### src/rtl/fir_xifu_mem_resp.sv
// X-IF memory request/response unit: issues aligned requests on a simple req/gnt/rvalid bus,
// answers misaligned ones locally, and returns results strictly in acceptance order.
module fir_xifu_mem_resp #(
  parameter int DEPTH    = 4,
  parameter int ID_WIDTH = 4
) (
  input  logic                clk_i,
  input  logic                rst_i,
  input  logic                mem_valid_i,
  output logic                mem_ready_o,
  input  logic [ID_WIDTH-1:0] mem_id_i,
  input  logic [31:0]         mem_addr_i,
  input  logic                mem_we_i,
  input  logic [3:0]          mem_be_i,
  input  logic [31:0]         mem_wdata_i,
  output logic                mem_result_valid_o,
  output logic [ID_WIDTH-1:0] mem_result_id_o,
  output logic [31:0]         mem_result_rdata_o,
  output logic                mem_result_err_o,
  output logic                data_req_o,
  output logic [31:0]         data_addr_o,
  output logic                data_we_o,
  output logic [3:0]          data_be_o,
  output logic [31:0]         data_wdata_o,
  input  logic                data_gnt_i,
  input  logic                data_rvalid_i,
  input  logic [31:0]         data_rdata_i,
  input  logic                data_err_i
);

  localparam int PTR_W = $clog2(DEPTH);

  typedef enum logic {IDLE, REQ} state_t;

  state_t state_q, state_d;

  logic [ID_WIDTH-1:0] fifo_id   [DEPTH];
  logic                fifo_lerr [DEPTH];
  logic                fifo_we   [DEPTH];
  logic [PTR_W-1:0]    wr_ptr, rd_ptr;
  logic [PTR_W:0]      count;

  logic full, empty, misaligned, accept, pop, head_lerr, head_we;

  assign full  = (count == (PTR_W+1)'(DEPTH));
  assign empty = (count == '0);

  assign misaligned = ((mem_be_i == 4'b1111) && (mem_addr_i[1:0] != 2'b00)) ||
                      (((mem_be_i == 4'b0011) || (mem_be_i == 4'b1100)) && mem_addr_i[0]);

  assign head_lerr = fifo_lerr[rd_ptr];
  assign head_we   = fifo_we[rd_ptr];

  // A local-error head retires on its own; bus responses only retire a bus-backed head.
  assign pop    = !empty && (head_lerr || data_rvalid_i);
  assign accept = mem_valid_i && mem_ready_o;

  always_ff @(posedge clk_i) begin
    // NOTE: sequential state always uses non-blocking assignments so every flop samples pre-edge values.
    if (rst_i) state_q <= IDLE;
    else       state_q <= state_d;
  end

  always_comb begin
    // NOTE: every output of this block gets a default first, so no path can infer a latch.
    state_d     = state_q;
    mem_ready_o = 1'b0;
    case (state_q)
      IDLE: begin
        mem_ready_o = !full && (!misaligned || empty);
        if (mem_valid_i && mem_ready_o && !misaligned) state_d = REQ;
      end
      REQ:     if (data_gnt_i) state_d = IDLE;
      default: state_d = IDLE;
    endcase
  end

  assign data_req_o = (state_q == REQ);

  // Bus request fields are captured once at accept and held stable until the grant.
  always_ff @(posedge clk_i) begin
    if (rst_i) begin
      data_addr_o  <= '0;
      data_we_o    <= 1'b0;
      data_be_o    <= '0;
      data_wdata_o <= '0;
    end else if (accept && !misaligned) begin
      data_addr_o  <= mem_addr_i;
      data_we_o    <= mem_we_i;
      data_be_o    <= mem_be_i;
      data_wdata_o <= mem_wdata_i;
    end
  end

  always_ff @(posedge clk_i) begin
    if (rst_i) begin
      wr_ptr <= '0;
      rd_ptr <= '0;
      count  <= '0;
    end else begin
      if (accept) wr_ptr <= wr_ptr + PTR_W'(1);
      if (pop)    rd_ptr <= rd_ptr + PTR_W'(1);
      case ({accept, pop})
        2'b10:   count <= count + (PTR_W+1)'(1);
        2'b01:   count <= count - (PTR_W+1)'(1);
        default: count <= count;
      endcase
    end
  end

  always_ff @(posedge clk_i) begin
    // NOTE: FIFO storage has no reset; an entry is only read once count says it was written.
    if (accept) begin
      fifo_id[wr_ptr]   <= mem_id_i;
      fifo_lerr[wr_ptr] <= misaligned;
      fifo_we[wr_ptr]   <= mem_we_i;
    end
  end

  always_ff @(posedge clk_i) begin
    if (rst_i) begin
      mem_result_valid_o <= 1'b0;
      mem_result_id_o    <= '0;
      mem_result_rdata_o <= '0;
      mem_result_err_o   <= 1'b0;
    end else begin
      mem_result_valid_o <= pop;
      if (pop) begin
        mem_result_id_o    <= fifo_id[rd_ptr];
        mem_result_err_o   <= head_lerr || data_err_i;
        mem_result_rdata_o <= (head_lerr || data_err_i || head_we) ? 32'h0 : data_rdata_i;
      end
    end
  end

endmodule

### config.mk
export PLATFORM = sky130hd
export DESIGN_NAME = fir_xifu_mem_resp
export DESIGN_NICKNAME = d
export VERILOG_FILES = /design/src/rtl/fir_xifu_mem_resp.sv
export SDC_FILE = /design/constraint.sdc
export NUM_CORES = 1
export LEC_CHECK = 0
export ABC_AREA = 1
export BUFFER_PORTS_ARGS = -buffer_cell sky130_fd_sc_hd__clkbuf_2
export CORE_ASPECT_RATIO = 0.9
export CORE_UTILIZATION = 49
export CTS_BUF_LIST = sky130_fd_sc_hd__clkbuf_4 sky130_fd_sc_hd__clkbuf_8 sky130_fd_sc_hd__clkbuf_16
export DETAILED_ROUTE_END_ITERATION = 10
export GPL_ROUTABILITY_DRIVEN = 0
export PLACE_DENSITY = 0.8
export SYNTH_ARGS = -nofsm -noshare
export SYNTH_HDL_FRONTEND = slang
export SYNTH_SLANG_ARGS = --single-unit
### constraint.sdc
create_clock -name clk_i -period 2.5 [get_ports clk_i]
set_clock_uncertainty 0.05 [all_clocks]
set_input_delay 0.125 -clock clk_i [delete_from_list [all_inputs] [get_ports clk_i]]
set_output_delay 0.125 -clock clk_i [all_outputs]
set_load 0.01 [all_outputs]
======== Word-level counts from Yosys, hierarchy flattened ========
Memory sizes are Yosys's and may differ from the RTL's. A register that Yosys moved wholly into a read port is not among the register bits.
Index checks and enable logic that the tools add are counted.
word-level totals
  register bits ........................... 111
  input port bits ......................... 111
  logic and storage cells ................. 57
  memory bits (writable) .................. 24
  memories kept ........................... 3
  output and inout bits ................... 109
cells by class
  bitwise gates (word level) .............. 1
  equality and inequality tests ........... 6
  reduce and logical (&&, ||, !) cells .... 20
  multiplexer cells ....................... 12
  add/sub/neg operators ................... 4
memory list
  memory     depth  bits a word  rd ports  clocked after memory_dff  write ports  RTL line  source
  fifo_id    4      4            1         1                         1            37        logic [ID_WIDTH-1:0] fifo_id [DEPTH];
  fifo_lerr  4      1            1         1                         1            38        logic fifo_lerr [DEPTH];
  fifo_we    4      1            1         1                         1            39        logic fifo_we [DEPTH];
operator list
  kind                                                                 count
  32-bit two-way mux                                                   1
  4-bit == test (second input constant)                                2
  1-bit logical AND                                                    8
  2-bit two-way mux                                                    4
  1-bit logical OR                                                     6
  3-bit case mux with 2 select lines                                   1
  1-bit two-way mux                                                    5
  2-bit by 1-bit adder with 2-bit output (second input constant)       2
  4-bit by 2-bit == test with 1-bit output (second input constant)     1
  2-bit nonzero test                                                   2
  3-bit by 1-bit adder with 3-bit output (second input constant)       1
  3-bit == test (second input constant)                                1
  1-bit logical NOT                                                    3
  3-bit logical NOT                                                    1
  3-bit by 1-bit subtractor with 3-bit output (second input constant)  1
  2-bit by 1-bit == test with 1-bit output (second input constant)     1
  2-bit == test (second input constant)                                1
  1-bit case mux with 2 select lines                                   1
  1-bit inverter                                                       1

======== Logic depth before layout (Yosys ltp) ========
Gate-level depths: netlist of the first run.
  depth after elaboration ................. 11
  depth in mapped cells ................... 15
  depth with buffers taken out ............ 14

======== Worst setup path before layout of the first run ========
OpenSTA, ideal clock, no wires.
  path type ............................... reg-to-reg
  start point ............................. reg with a tool-made name
  end point ............................... reg count[2]
  path slack .............................. 0.376 ns
  arrival time ............................ 1.952 ns
  clock period less this slack ............ 2.124 ns
  data required time ...................... 2.328 ns
  cell stages (with the launch flop) ...... 15
  setup time .............................. 0.122 ns
  path buffers ............................ 1
  path through ............................ dfxtp_1 > nand2_1 > nand3_1 > nand2_1 > nand2_1 > nand2_1 > inv_1 > buf_2 > ha_1 > inv_1 > fa_1 > a21oi_1 > o21ai_0 > o21ai_0 > a21oi_1
RTL lines
  item                  RTL line  source
  end signal, assigned  104       2'b10: count <= count + (PTR_W+1)'(1);
  end signal, assigned  105       2'b01: count <= count - (PTR_W+1)'(1);
  end signal, assigned  106       default: count <= count;
  end, declared         41        logic [PTR_W:0] count;

======== Final worst setup path of the first run ========
  start point ............................. in mem_be_i[3]
  end point ............................... reg count[2]
on the way
  word-level cells in the longest chain between the ends .. 11
  elaborated cells on any way between the ends .. 16
RTL lines
  item                                                                       RTL line  source
  start, declared                                                            14        input logic [3:0] mem_be_i,
  4-bit by 2-bit == test with 1-bit output or 4-bit == test (tied branches)  49        (((mem_be_i == 4'b0011) || (mem_be_i == 4'b1100)) && mem_addr_i[0]);
  1-bit logical OR                                                           49
  1-bit logical AND                                                          49
  1-bit logical OR (*)                                                       48        assign misaligned = ((mem_be_i == 4'b1111) && (mem_addr_i[1:0] != 2'b00)) ||
  1-bit logical NOT (*)                                                      70        mem_ready_o = !full && (!misaligned || empty);
  1-bit logical OR (*)                                                       70
  1-bit logical AND (*)                                                      70
  1-bit two-way mux (*)                                                      68        case (state_q)
  1-bit logical AND (*)                                                      56        assign accept = mem_valid_i && mem_ready_o;
  2-bit by 1-bit == test with 1-bit output or 2-bit == test (tied branches)  103       case ({accept, pop})
  3-bit case mux with 2 select lines or 2-bit nonzero test (tied branches)   n/a
Mark *: on every way between the ends. The rest lies on a longest branch, timed or not.
A chain may end at the register's enable or synchronous reset.

==> out/qor.txt, run 1 <==
Status: complete, no violations
R2r startpoint: count[0]$_SDFFE_PP0P_
Number of global-route vias before repair: 5690
Hold Path Sink: wr_ptr[0]$_SDFFE_PP0P_
Slowest cell delay on critical path: 0.54 ns
Max-slew violations: 0
Largest net degree at the start of global routing: 122
Top-Level Pins: 220
Ys flop type: dfxtp_1
# clock sinks: 141
Post-route ant nets: 0
Area Growth Syn to Fin: 49.3%
Worst Tran Pin Value: 0.620 ns
Hold_ws: 0.0656 ns
DRC viols: 0
CTS buffer count: 17
Placeable Area: 11400 um2
Post_cts resized: 0
Pre-antenna DRT Iters: 7
Leakage: 4.37 nW
Number of enable flip-flop cells after synthesis: 24
Max-slew headroom: 58.5%
Synth Area per Inst: 7.51 um2
Gr usage total: 28.0%
Fin crit share: 88.0%
Share of layout cells above drive strength 1: 24.4%
Max cap viols: 0
H-tree levels: 4
Die extent in x: 116 um
CP max-delay cell: dlygate4sd3_1
Number of antenna violations at the first check in global routing: 1
Pwr dens: 1020 nW/um2
Dpl hpwl: 8980 um
Post-Syn Area: 5710 um2
Fmax: 455 MHz
R2r worst-path depth: 12
Required time of the critical path: 2.73 ns
Setup Total Neg Slack: 0 ns
CP Launch Type: input pin
Final net count: 1190
Tot Pwr: 8.66 mW
Routed vias: 5869
Final hold vios: 0
Crit end category: register
Crit path arrival time: 2.43 ns
Largest cells by area after synthesis: dfxtp_1 41%, nor2_1 13%, edfxtp_1 13%
Post CTS Setup Buffer Count: 0
Fraction of registers with async set/reset: 0%
CTS Buffer Depth: 2
Most frequent cell after synthesis: nor2_1
CP Max Fanout: 5
Seq/Total Area, Yosys: 53.7%
Routed wire length: 16800 um
CTS tree: built
Synth Instances: 760
YS warnings: 0
Die area: 12100 um2
Row count: 37
Number of port buffers: 219
Crit-path cells: dlygate4sd3_1, clkbuf_2, nand2_1, nor2_1, o21ai_0, nand3_1, nand2_1, nand3_1, ha_1, inv_1, fa_1, a21oi_1, o21ai_0, o21ai_0, a21oi_1
DR iter-0 viols: 453
Critical path type: input pin to register
Net Count, Synth: 877
Crit path top cell by count: o21ai_0
Root Buffer: clkbuf_16
Clk slew on worst S/H paths: 0.06 ns
Cts hold-fix bufs: 107
Gr ovfl total: 0
Post-synth top area share: 41.0%
Unique masters post-synth: 22
RSZ-0062 raised after global routing: no
Initial Util: 50.1%
Worst reg2reg path endpoint: count[2]$_SDFFE_PP0P_
Hold depth: 4
Reg2Reg Setup Slack: 0.42 ns
Worst Min Path Start: mem_valid_i
Final min period: 2.20 ns
Clock Latency Late Sink: 0.40 ns
Maximum vdd ir drop: 0.000521 V
WL per Instance: 13.5 um
Die H: 104 um
First-pass GRT wire length: 26300 um
Synth area leader: dfxtp_1
Commonest cells post-synth: 202 x nor2_1, 164 x nand2_1, 117 x dfxtp_1
#FFs+latches synth: 141
Final setup viols: 0
Min-Delay Path Class: input pin to register
Vias per inst: 4.72
-- flip-flops by register name, indices dropped and copies added (netlist names), 2 cells and up, named ones only --
signal	count
count	3
data_addr_o	32
data_be_o	4
data_wdata_o	32
fifo_id	16
fifo_lerr	4
fifo_we	4
mem_result_id_o	4
mem_result_rdata_o	32
rd_ptr	2
wr_ptr	2
-- worst max-delay path: cells and delay by family --
| kind | cells | cell delay [ns] |
|---|---|---|
| AND/OR/NAND/NOR | 5 | 0.46 |
| buffers and inverters | 3 | 0.77 |
| adder cells (fa/ha/maj) | 2 | 0.53 |
| AO/OA/AOI/OAI | 5 | 0.55 |
-- worst max path at each step --
stage / depth (start not counted) / start / slack, ns / end
after floorplan: 14 / register / 0.38 / count[2]$_SDFFE_PP0P_
after global placement: 12 / count[0]$_SDFFE_PP0P_ / 0.49 / count[2]$_SDFFE_PP0P_
after detailed placement: 12 / count[0]$_SDFFE_PP0P_ / 0.44 / count[2]$_SDFFE_PP0P_
after CTS: 15 / mem_be_i[1] / 0.36 / count[2]$_SDFFE_PP0P_
after global routing: 15 / mem_be_i[3] / 0.1 / count[2]$_SDFFE_PP0P_
final: 15 / mem_be_i[3] / 0.30 / count[2]$_SDFFE_PP0P_
-- cell usage in the layout (no fill, tap or decap) --
cell | netlist | layout
a21oi_1 | 42 | 42
clkinvlp_4 | 0 | 3
nand2_1 | 164 | 164
inv_1 | 92 | 91
clkbuf_4 | 0 | 1
clkbuf_16 | 0 | 19
bufinv_16 | 0 | 1
buf_12 | 0 | 2
nor2_1 | 202 | 202
clkinv_4 | 0 | 3
o2111ai_4 | 0 | 1
nor2_2 | 1 | 1
fa_1 | 1 | 1
inv_2 | 2 | 3
dfxtp_1 | 117 | 117
dlygate4sd3_1 | 0 | 107
diode_2 | 0 | 1
buf_4 | 2 | 6
nand4_1 | 1 | 1
inv_6 | 0 | 2
ha_1 | 5 | 5
o21ai_0 | 55 | 55
nand3_1 | 8 | 8
clkbuf_2 | 1 | 219
or2_2 | 1 | 1
edfxtp_1 | 24 | 24
clkbuf_8 | 0 | 1
clkinv_2 | 0 | 2
o22ai_1 | 4 | 4
-- cell type report --
type	instances	area, um2
multi-input combinational	485	2050
inverter	94	353
antenna	1	2.50
timing repair buffer	334	2250
fill	803	2870
clock buffer	21	497
tap	156	195
sequential	141	3060
clock inverter	11	106
-- through the flow --
stage,area (um2),setup WS (ns),util (%),cells
3_5_place_dp,6840,0.436,60.1,1103
3_3_place_gp,6840,0.489,60.1,1103
5_1_grt,8520,0.0975,74.8,1243
6_report,8520,0.300,74.8,1243
2_1_floorplan,5710,0.376,-,760
4_1_cts,8520,0.363,74.8,1242
-- cells by family after synthesis --
family	after synthesis	synth area share [%]
AO/OA/AOI/OAI	102	9.21
buffers and inverters	134	10.6
adder cells (fa/ha/maj)	6	1.45
flip-flops	141	53.7
AND/OR/NAND/NOR	377	25.1
-- routing by layer --
metal	track usage, %	up-vias	routed length (um)
met5	0	-	0
met4	8.33	0	191
met3	9.50	19	1530
met2	49.0	274	8220
met1	32.0	2623	6850
li1	-	2953	-
-- report_power, final --
part           total, mW  switching (mW)  internal (mW)
registers           3.25           0.327           2.92
logic               2.91            1.83           1.08
clock network       2.51           0.972           1.53
Power figures use the tool's default switching activity.
==> run 2, diff against run 1 <==
--- a/config.mk
+++ b/config.mk
@@ -13,6 +13,7 @@
 export DETAILED_ROUTE_END_ITERATION = 10
 export GPL_ROUTABILITY_DRIVEN = 0
 export PLACE_DENSITY = 0.8
+export RECOVER_POWER = 100
 export SYNTH_ARGS = -nofsm -noshare
 export SYNTH_HDL_FRONTEND = slang
 export SYNTH_SLANG_ARGS = --single-unit
==> out/qor.txt, run 2 (synthesis gave the netlist of run 1 again) <==
Status: complete, no violations
First-pass GRT wire length: 26300 um
WL per Instance: 13.5 um
Routed vias: 5865
CP Launch Type: input pin
DR iter-0 viols: 479
Placeable Area: 11400 um2
Final hold vios: 0
Leakage: 3.99 nW
H-tree levels: 4
Sequential cell area: 3060 um2
Finished Layout Cells: 1243
Share of layout cells above drive strength 1: 13.4%
Largest net degree at the start of global routing: 122
Post CTS Setup Buffer Count: 0
Crit path arrival time: 2.44 ns
Crit-path cells: dlygate4sd3_1, clkbuf_2, inv_1, nand2_1, nand2_1, nand3_1, nand3_1, nand2_1, nand3_1, ha_1, inv_1, fa_1, a21oi_1, o21ai_0, o21ai_0, a21oi_1
CP Max Fanout: 5
Required time of the critical path: 2.74 ns
Largest registers: data_addr_o: 32 flops, data_wdata_o: 32 flops, mem_result_rdata_o: 32 flops
Die area: 12100 um2
Fmax: 454 MHz
Setup Total Neg Slack: 0 ns
Pre-antenna DRT Iters: 5
Maximum vdd ir drop: 0.000530 V
Filler cells: 891
CTS buffer count: 17
RSZ-0062 raised after global routing: no
Clock Latency Late Sink: 0.40 ns
Clk slew on worst S/H paths: 0.06 ns
Pwr dens: 1020 nW/um2
CP max-delay cell: dlygate4sd3_1
Initial Util: 50.1%
Die extent in x: 116 um
Fin crit share: 88.1%
Area Growth Syn to Fin: 46.3%
Inst Count DP: 1103
Top-Level Pins: 220
Cts hold-fix bufs: 107
Number of port buffers: 219
Max-slew violations: 0
Row count: 37
Post-route ant nets: 0
Critical path type: input pin to register
Routed wire length: 16800 um
Final net count: 1190
Gr usage total: 28.0%
Max cap viols: 0
Slowest cell delay on critical path: 0.55 ns
Final setup viols: 0
Post_cts resized: 0
Number of antenna violations at the first check in global routing: 1
# clock sinks: 141
Final min period: 2.20 ns
Gr ovfl total: 0
Area of the multi-input gates: 2030 um2
Min-Delay Path Class: input pin to register
Vias per inst: 4.72
Root Buffer: clkbuf_16
Max-slew headroom: 43.9%
Dpl hpwl: 8980 um
CTS Buffer Depth: 2
Worst Tran Pin Value: 0.842 ns
CTS tree: built
Most common cell after layout, fill and taps aside: nor2_1
Crit end category: register
Most frequent cells in the layout: 202 x nor2_1, 164 x nand2_1, 117 x dfxtp_1, 116 x clkbuf_1
DRC viols: 0
Number of global-route vias before repair: 5690
Die H: 104 um
-- run 2: cell types whose count changed in the layout (fill, tap and decap cells not counted), sizes merged --
cell | before | now
buf | 8 | 4
clkbuf | 240 | 244
-- run 2: final timing paths --
path | startpoint | endpoint | slack (ns) | cells after the start
min reg2reg | count[0]$_SDFFE_PP0P_ | count[0]$_SDFFE_PP0P_ | 0.40 | 1
max reg2reg | register | count[2]$_SDFFE_PP0P_ | 0.46 | 14
max | mem_be_i[3] | count[2]$_SDFFE_PP0P_ | 0.30 | 16
min | mem_valid_i | wr_ptr[0]$_SDFFE_PP0P_ | 0.03 | 4
-- run 2: through the flow --
step	hold slack (ns)	setup WS, ns	power [mW]	utilization [%]	instance area, um2
global route	0.0504	0.113	9.07	73.3	8350
detailed placement	0.301	0.436	5.93	60.1	6840
CTS	0.0468	0.363	8.58	74.8	8520
floorplan	0.144	0.376	5.02	-	5710
global placement	0.295	0.489	5.88	60.1	6840
finish	0.0341	0.298	8.52	73.3	8350
-- run 2: critical path: cells and delay by family --
family          cells  cell delay (ns)
fa+ha+maj           2             0.53
compound gates      4             0.46
simple gates        6             0.44
buf+inv             4             0.87
-- run 2: layout make-up --
type                            count  area share [%]
Clock buffer                       21            5.95
Inverter                           94            4.23
Sequential cell                   141            36.7
Clock inverter                     11            1.27
Multi-Input combinational cell    485            24.4
Timing Repair Buffer              334            25.1
Tap cell                          156            2.34
Antenna cell                        1          0.0300
-- run 2: power by group --
part | switching (mW) | total, mW | internal (mW)
combinational | 1.82 | 2.76 | 0.939
clock | 0.977 | 2.51 | 1.53
sequential | 0.323 | 3.25 | 2.92
total | 3.12 | 8.52 | 5.39
-- run 2: metal layers --
layer | global-route usage, % | part of all wire, %
met1 | 32.0 | 41
met2 | 49.0 | 49
met3 | 9.50 | 8.7
met4 | 8.33 | 1.3
met5 | 0 | 0
==> run 3, diff against run 2 <==
--- a/config.mk
+++ b/config.mk
@@ -14,6 +14,7 @@
 export GPL_ROUTABILITY_DRIVEN = 0
 export PLACE_DENSITY = 0.8
 export RECOVER_POWER = 100
+export REMOVE_ABC_BUFFERS = 1
 export SYNTH_ARGS = -nofsm -noshare
 export SYNTH_HDL_FRONTEND = slang
 export SYNTH_SLANG_ARGS = --single-unit
==> out/qor.txt, run 3 (synthesis gave the netlist of run 1 again) <==
Status: complete, no violations
Dpl hpwl: 9290 um
# clock sinks: 141
Top-Level Pins: 220
Leakage: 4.02 nW
Tot Pwr: 8.50 mW
Crit-path cells: dlygate4sd3_1, clkbuf_2, inv_1, nand2_1, nand2_1, nor2_1, nand3_1, o2111ai_2, a21oi_1, dlygate4sd3_1
WL per Instance: 13.3 um
Largest registers: data_addr_o: 32 flops, data_wdata_o: 32 flops, mem_result_rdata_o: 32 flops
Placeable Area: 11400 um2
RSZ-0062 raised after global routing: no
Post CTS Setup Buffer Count: 0
Inst Count DP: 1107
DRC viols: 0
Post-route ant nets: 0
Final setup viols: 0
Die area: 12100 um2
Initial Util: 50.1%
Maximum vdd ir drop: 0.000594 V
First-pass GRT wire length: 25700 um
CP top delay family: buffers and inverters
Final min period: 2.30 ns
Crit path arrival time: 2.60 ns
CTS Buffer Depth: 2
Vias per inst: 4.72
CP Launch Type: input pin
CP bufs+invs: 4
Die H: 104 um
Most common cell after layout, fill and taps aside: nor2_1
Pre-antenna DRT Iters: 5
Clk slew on worst S/H paths: 0.06 ns
Required time of the critical path: 2.80 ns
Routed vias: 5880
GR peak layer: met2
Final net count: 1194
Finished Layout Cells: 1246
Crit end category: register
Min-Delay Path Class: input pin to register
Gr ovfl total: 0
Fmax: 435 MHz
Final hold vios: 0
Slowest cell delay on critical path: 0.59 ns
Max cap viols: 0
Worst Tran Pin Value: 1.14 ns
Routing usage on met1: 28.0%
Largest net degree at the start of global routing: 47
Number of antenna violations at the first check in global routing: 0
Fin crit share: 92.0%
CTS buffer count: 17
Root Buffer: clkbuf_16
Number of global-route vias before repair: 5732
Routed wire length: 16600 um
Met2 usage: 47.9%
DR iter-0 viols: 436
Critical path type: input pin to register
GRT met3 Usage: 8.97%
Most frequent cells in the layout: 202 x nor2_1, 164 x nand2_1, 117 x dfxtp_1, 115 x clkbuf_1
Pwr dens: 1010 nW/um2
Final Core Density: 73.8%
Share of layout cells above drive strength 1: 13.9%
CTS tree: built
H-tree levels: 4
CP Max Fanout: 17
Die extent in x: 116 um
CP max-delay cell: o2111ai_2
Number of port buffers: 219
Area Growth Syn to Fin: 47.2%
Max-slew headroom: 24.3%
Gr usage total: 27.2%
Clock Latency Late Sink: 0.40 ns
Antenna Cells: 0
Area post-placement: 6910 um2
Row count: 37
Max-slew violations: 0
Final instance area: 8400 um2
==> run 3: changes by cell type in the layout (fill, tap and decap cells not counted), sizes merged <==
cell,before,now
buf,4,9
inv,96,99
clkbuf,244,240
diode,1,0
==> run 3: routing by layer <==
layer	wire length [um]	part of all wire, %	up-vias
li1	-	-	2957
met1	6550	39	2615
met2	8210	49	245
met3	1150	6.9	63
met4	688	4.1	0
met5	0	0	-
==> run 3: timing repair <==
action	CTS	global route
endpoints found under the hold margin	124	0
hold buffers	107	0
endpoints found under the setup margin	0	1
gates resized for setup	0	1
==> run 3: cell type report <==
class                      instances  area [um2]
clock buffer                      18         450
clock inverter                    14         130
fill                             834        2990
inverter                          94         353
multi-input combinational        485        2040
sequential                       141        3060
tap                              156         195
timing repair buffer             338        2170
==> run 3: path summary, 6_finish.rpt <==
kind,from,end,slack [ns],cells past startpoint
hold / removal,mem_valid_i,wr_ptr[0]$_SDFFE_PP0P_,0.03,4
hold reg to reg,count[0]$_SDFFE_PP0P_,count[0]$_SDFFE_PP0P_,0.40,1
setup reg to reg,count[0]$_SDFFE_PP0P_,data_req_o$_SDFF_PP0_,0.21,5
setup / recovery,mem_be_i[2],data_req_o$_SDFF_PP0_,0.20,10
==> run 3: where the power goes <==
part           internal [mW]  leakage, nW  switching [mW]
clock                   1.44        0.275           0.991
combinational          0.981         2.55            1.84
sequential              2.92         1.19           0.322
==> run 3: through the flow <==
stage               hold WS [ns]  TNS (ns)  setup slack, ns
finish                    0.0284         0            0.201
global route              0.0101         0           0.0403
floorplan                  0.144    -81.37            -1.14
CTS                       0.0270         0            0.407
detailed placement         0.301         0            0.446
global placement           0.297         0            0.509
==> run 3: worst min-delay path, delay by kind of cell <==
kind | cells | cell delay [ns]
AND/OR/NAND/NOR | 3 | 0.22
buffers and inverters | 1 | 0.11
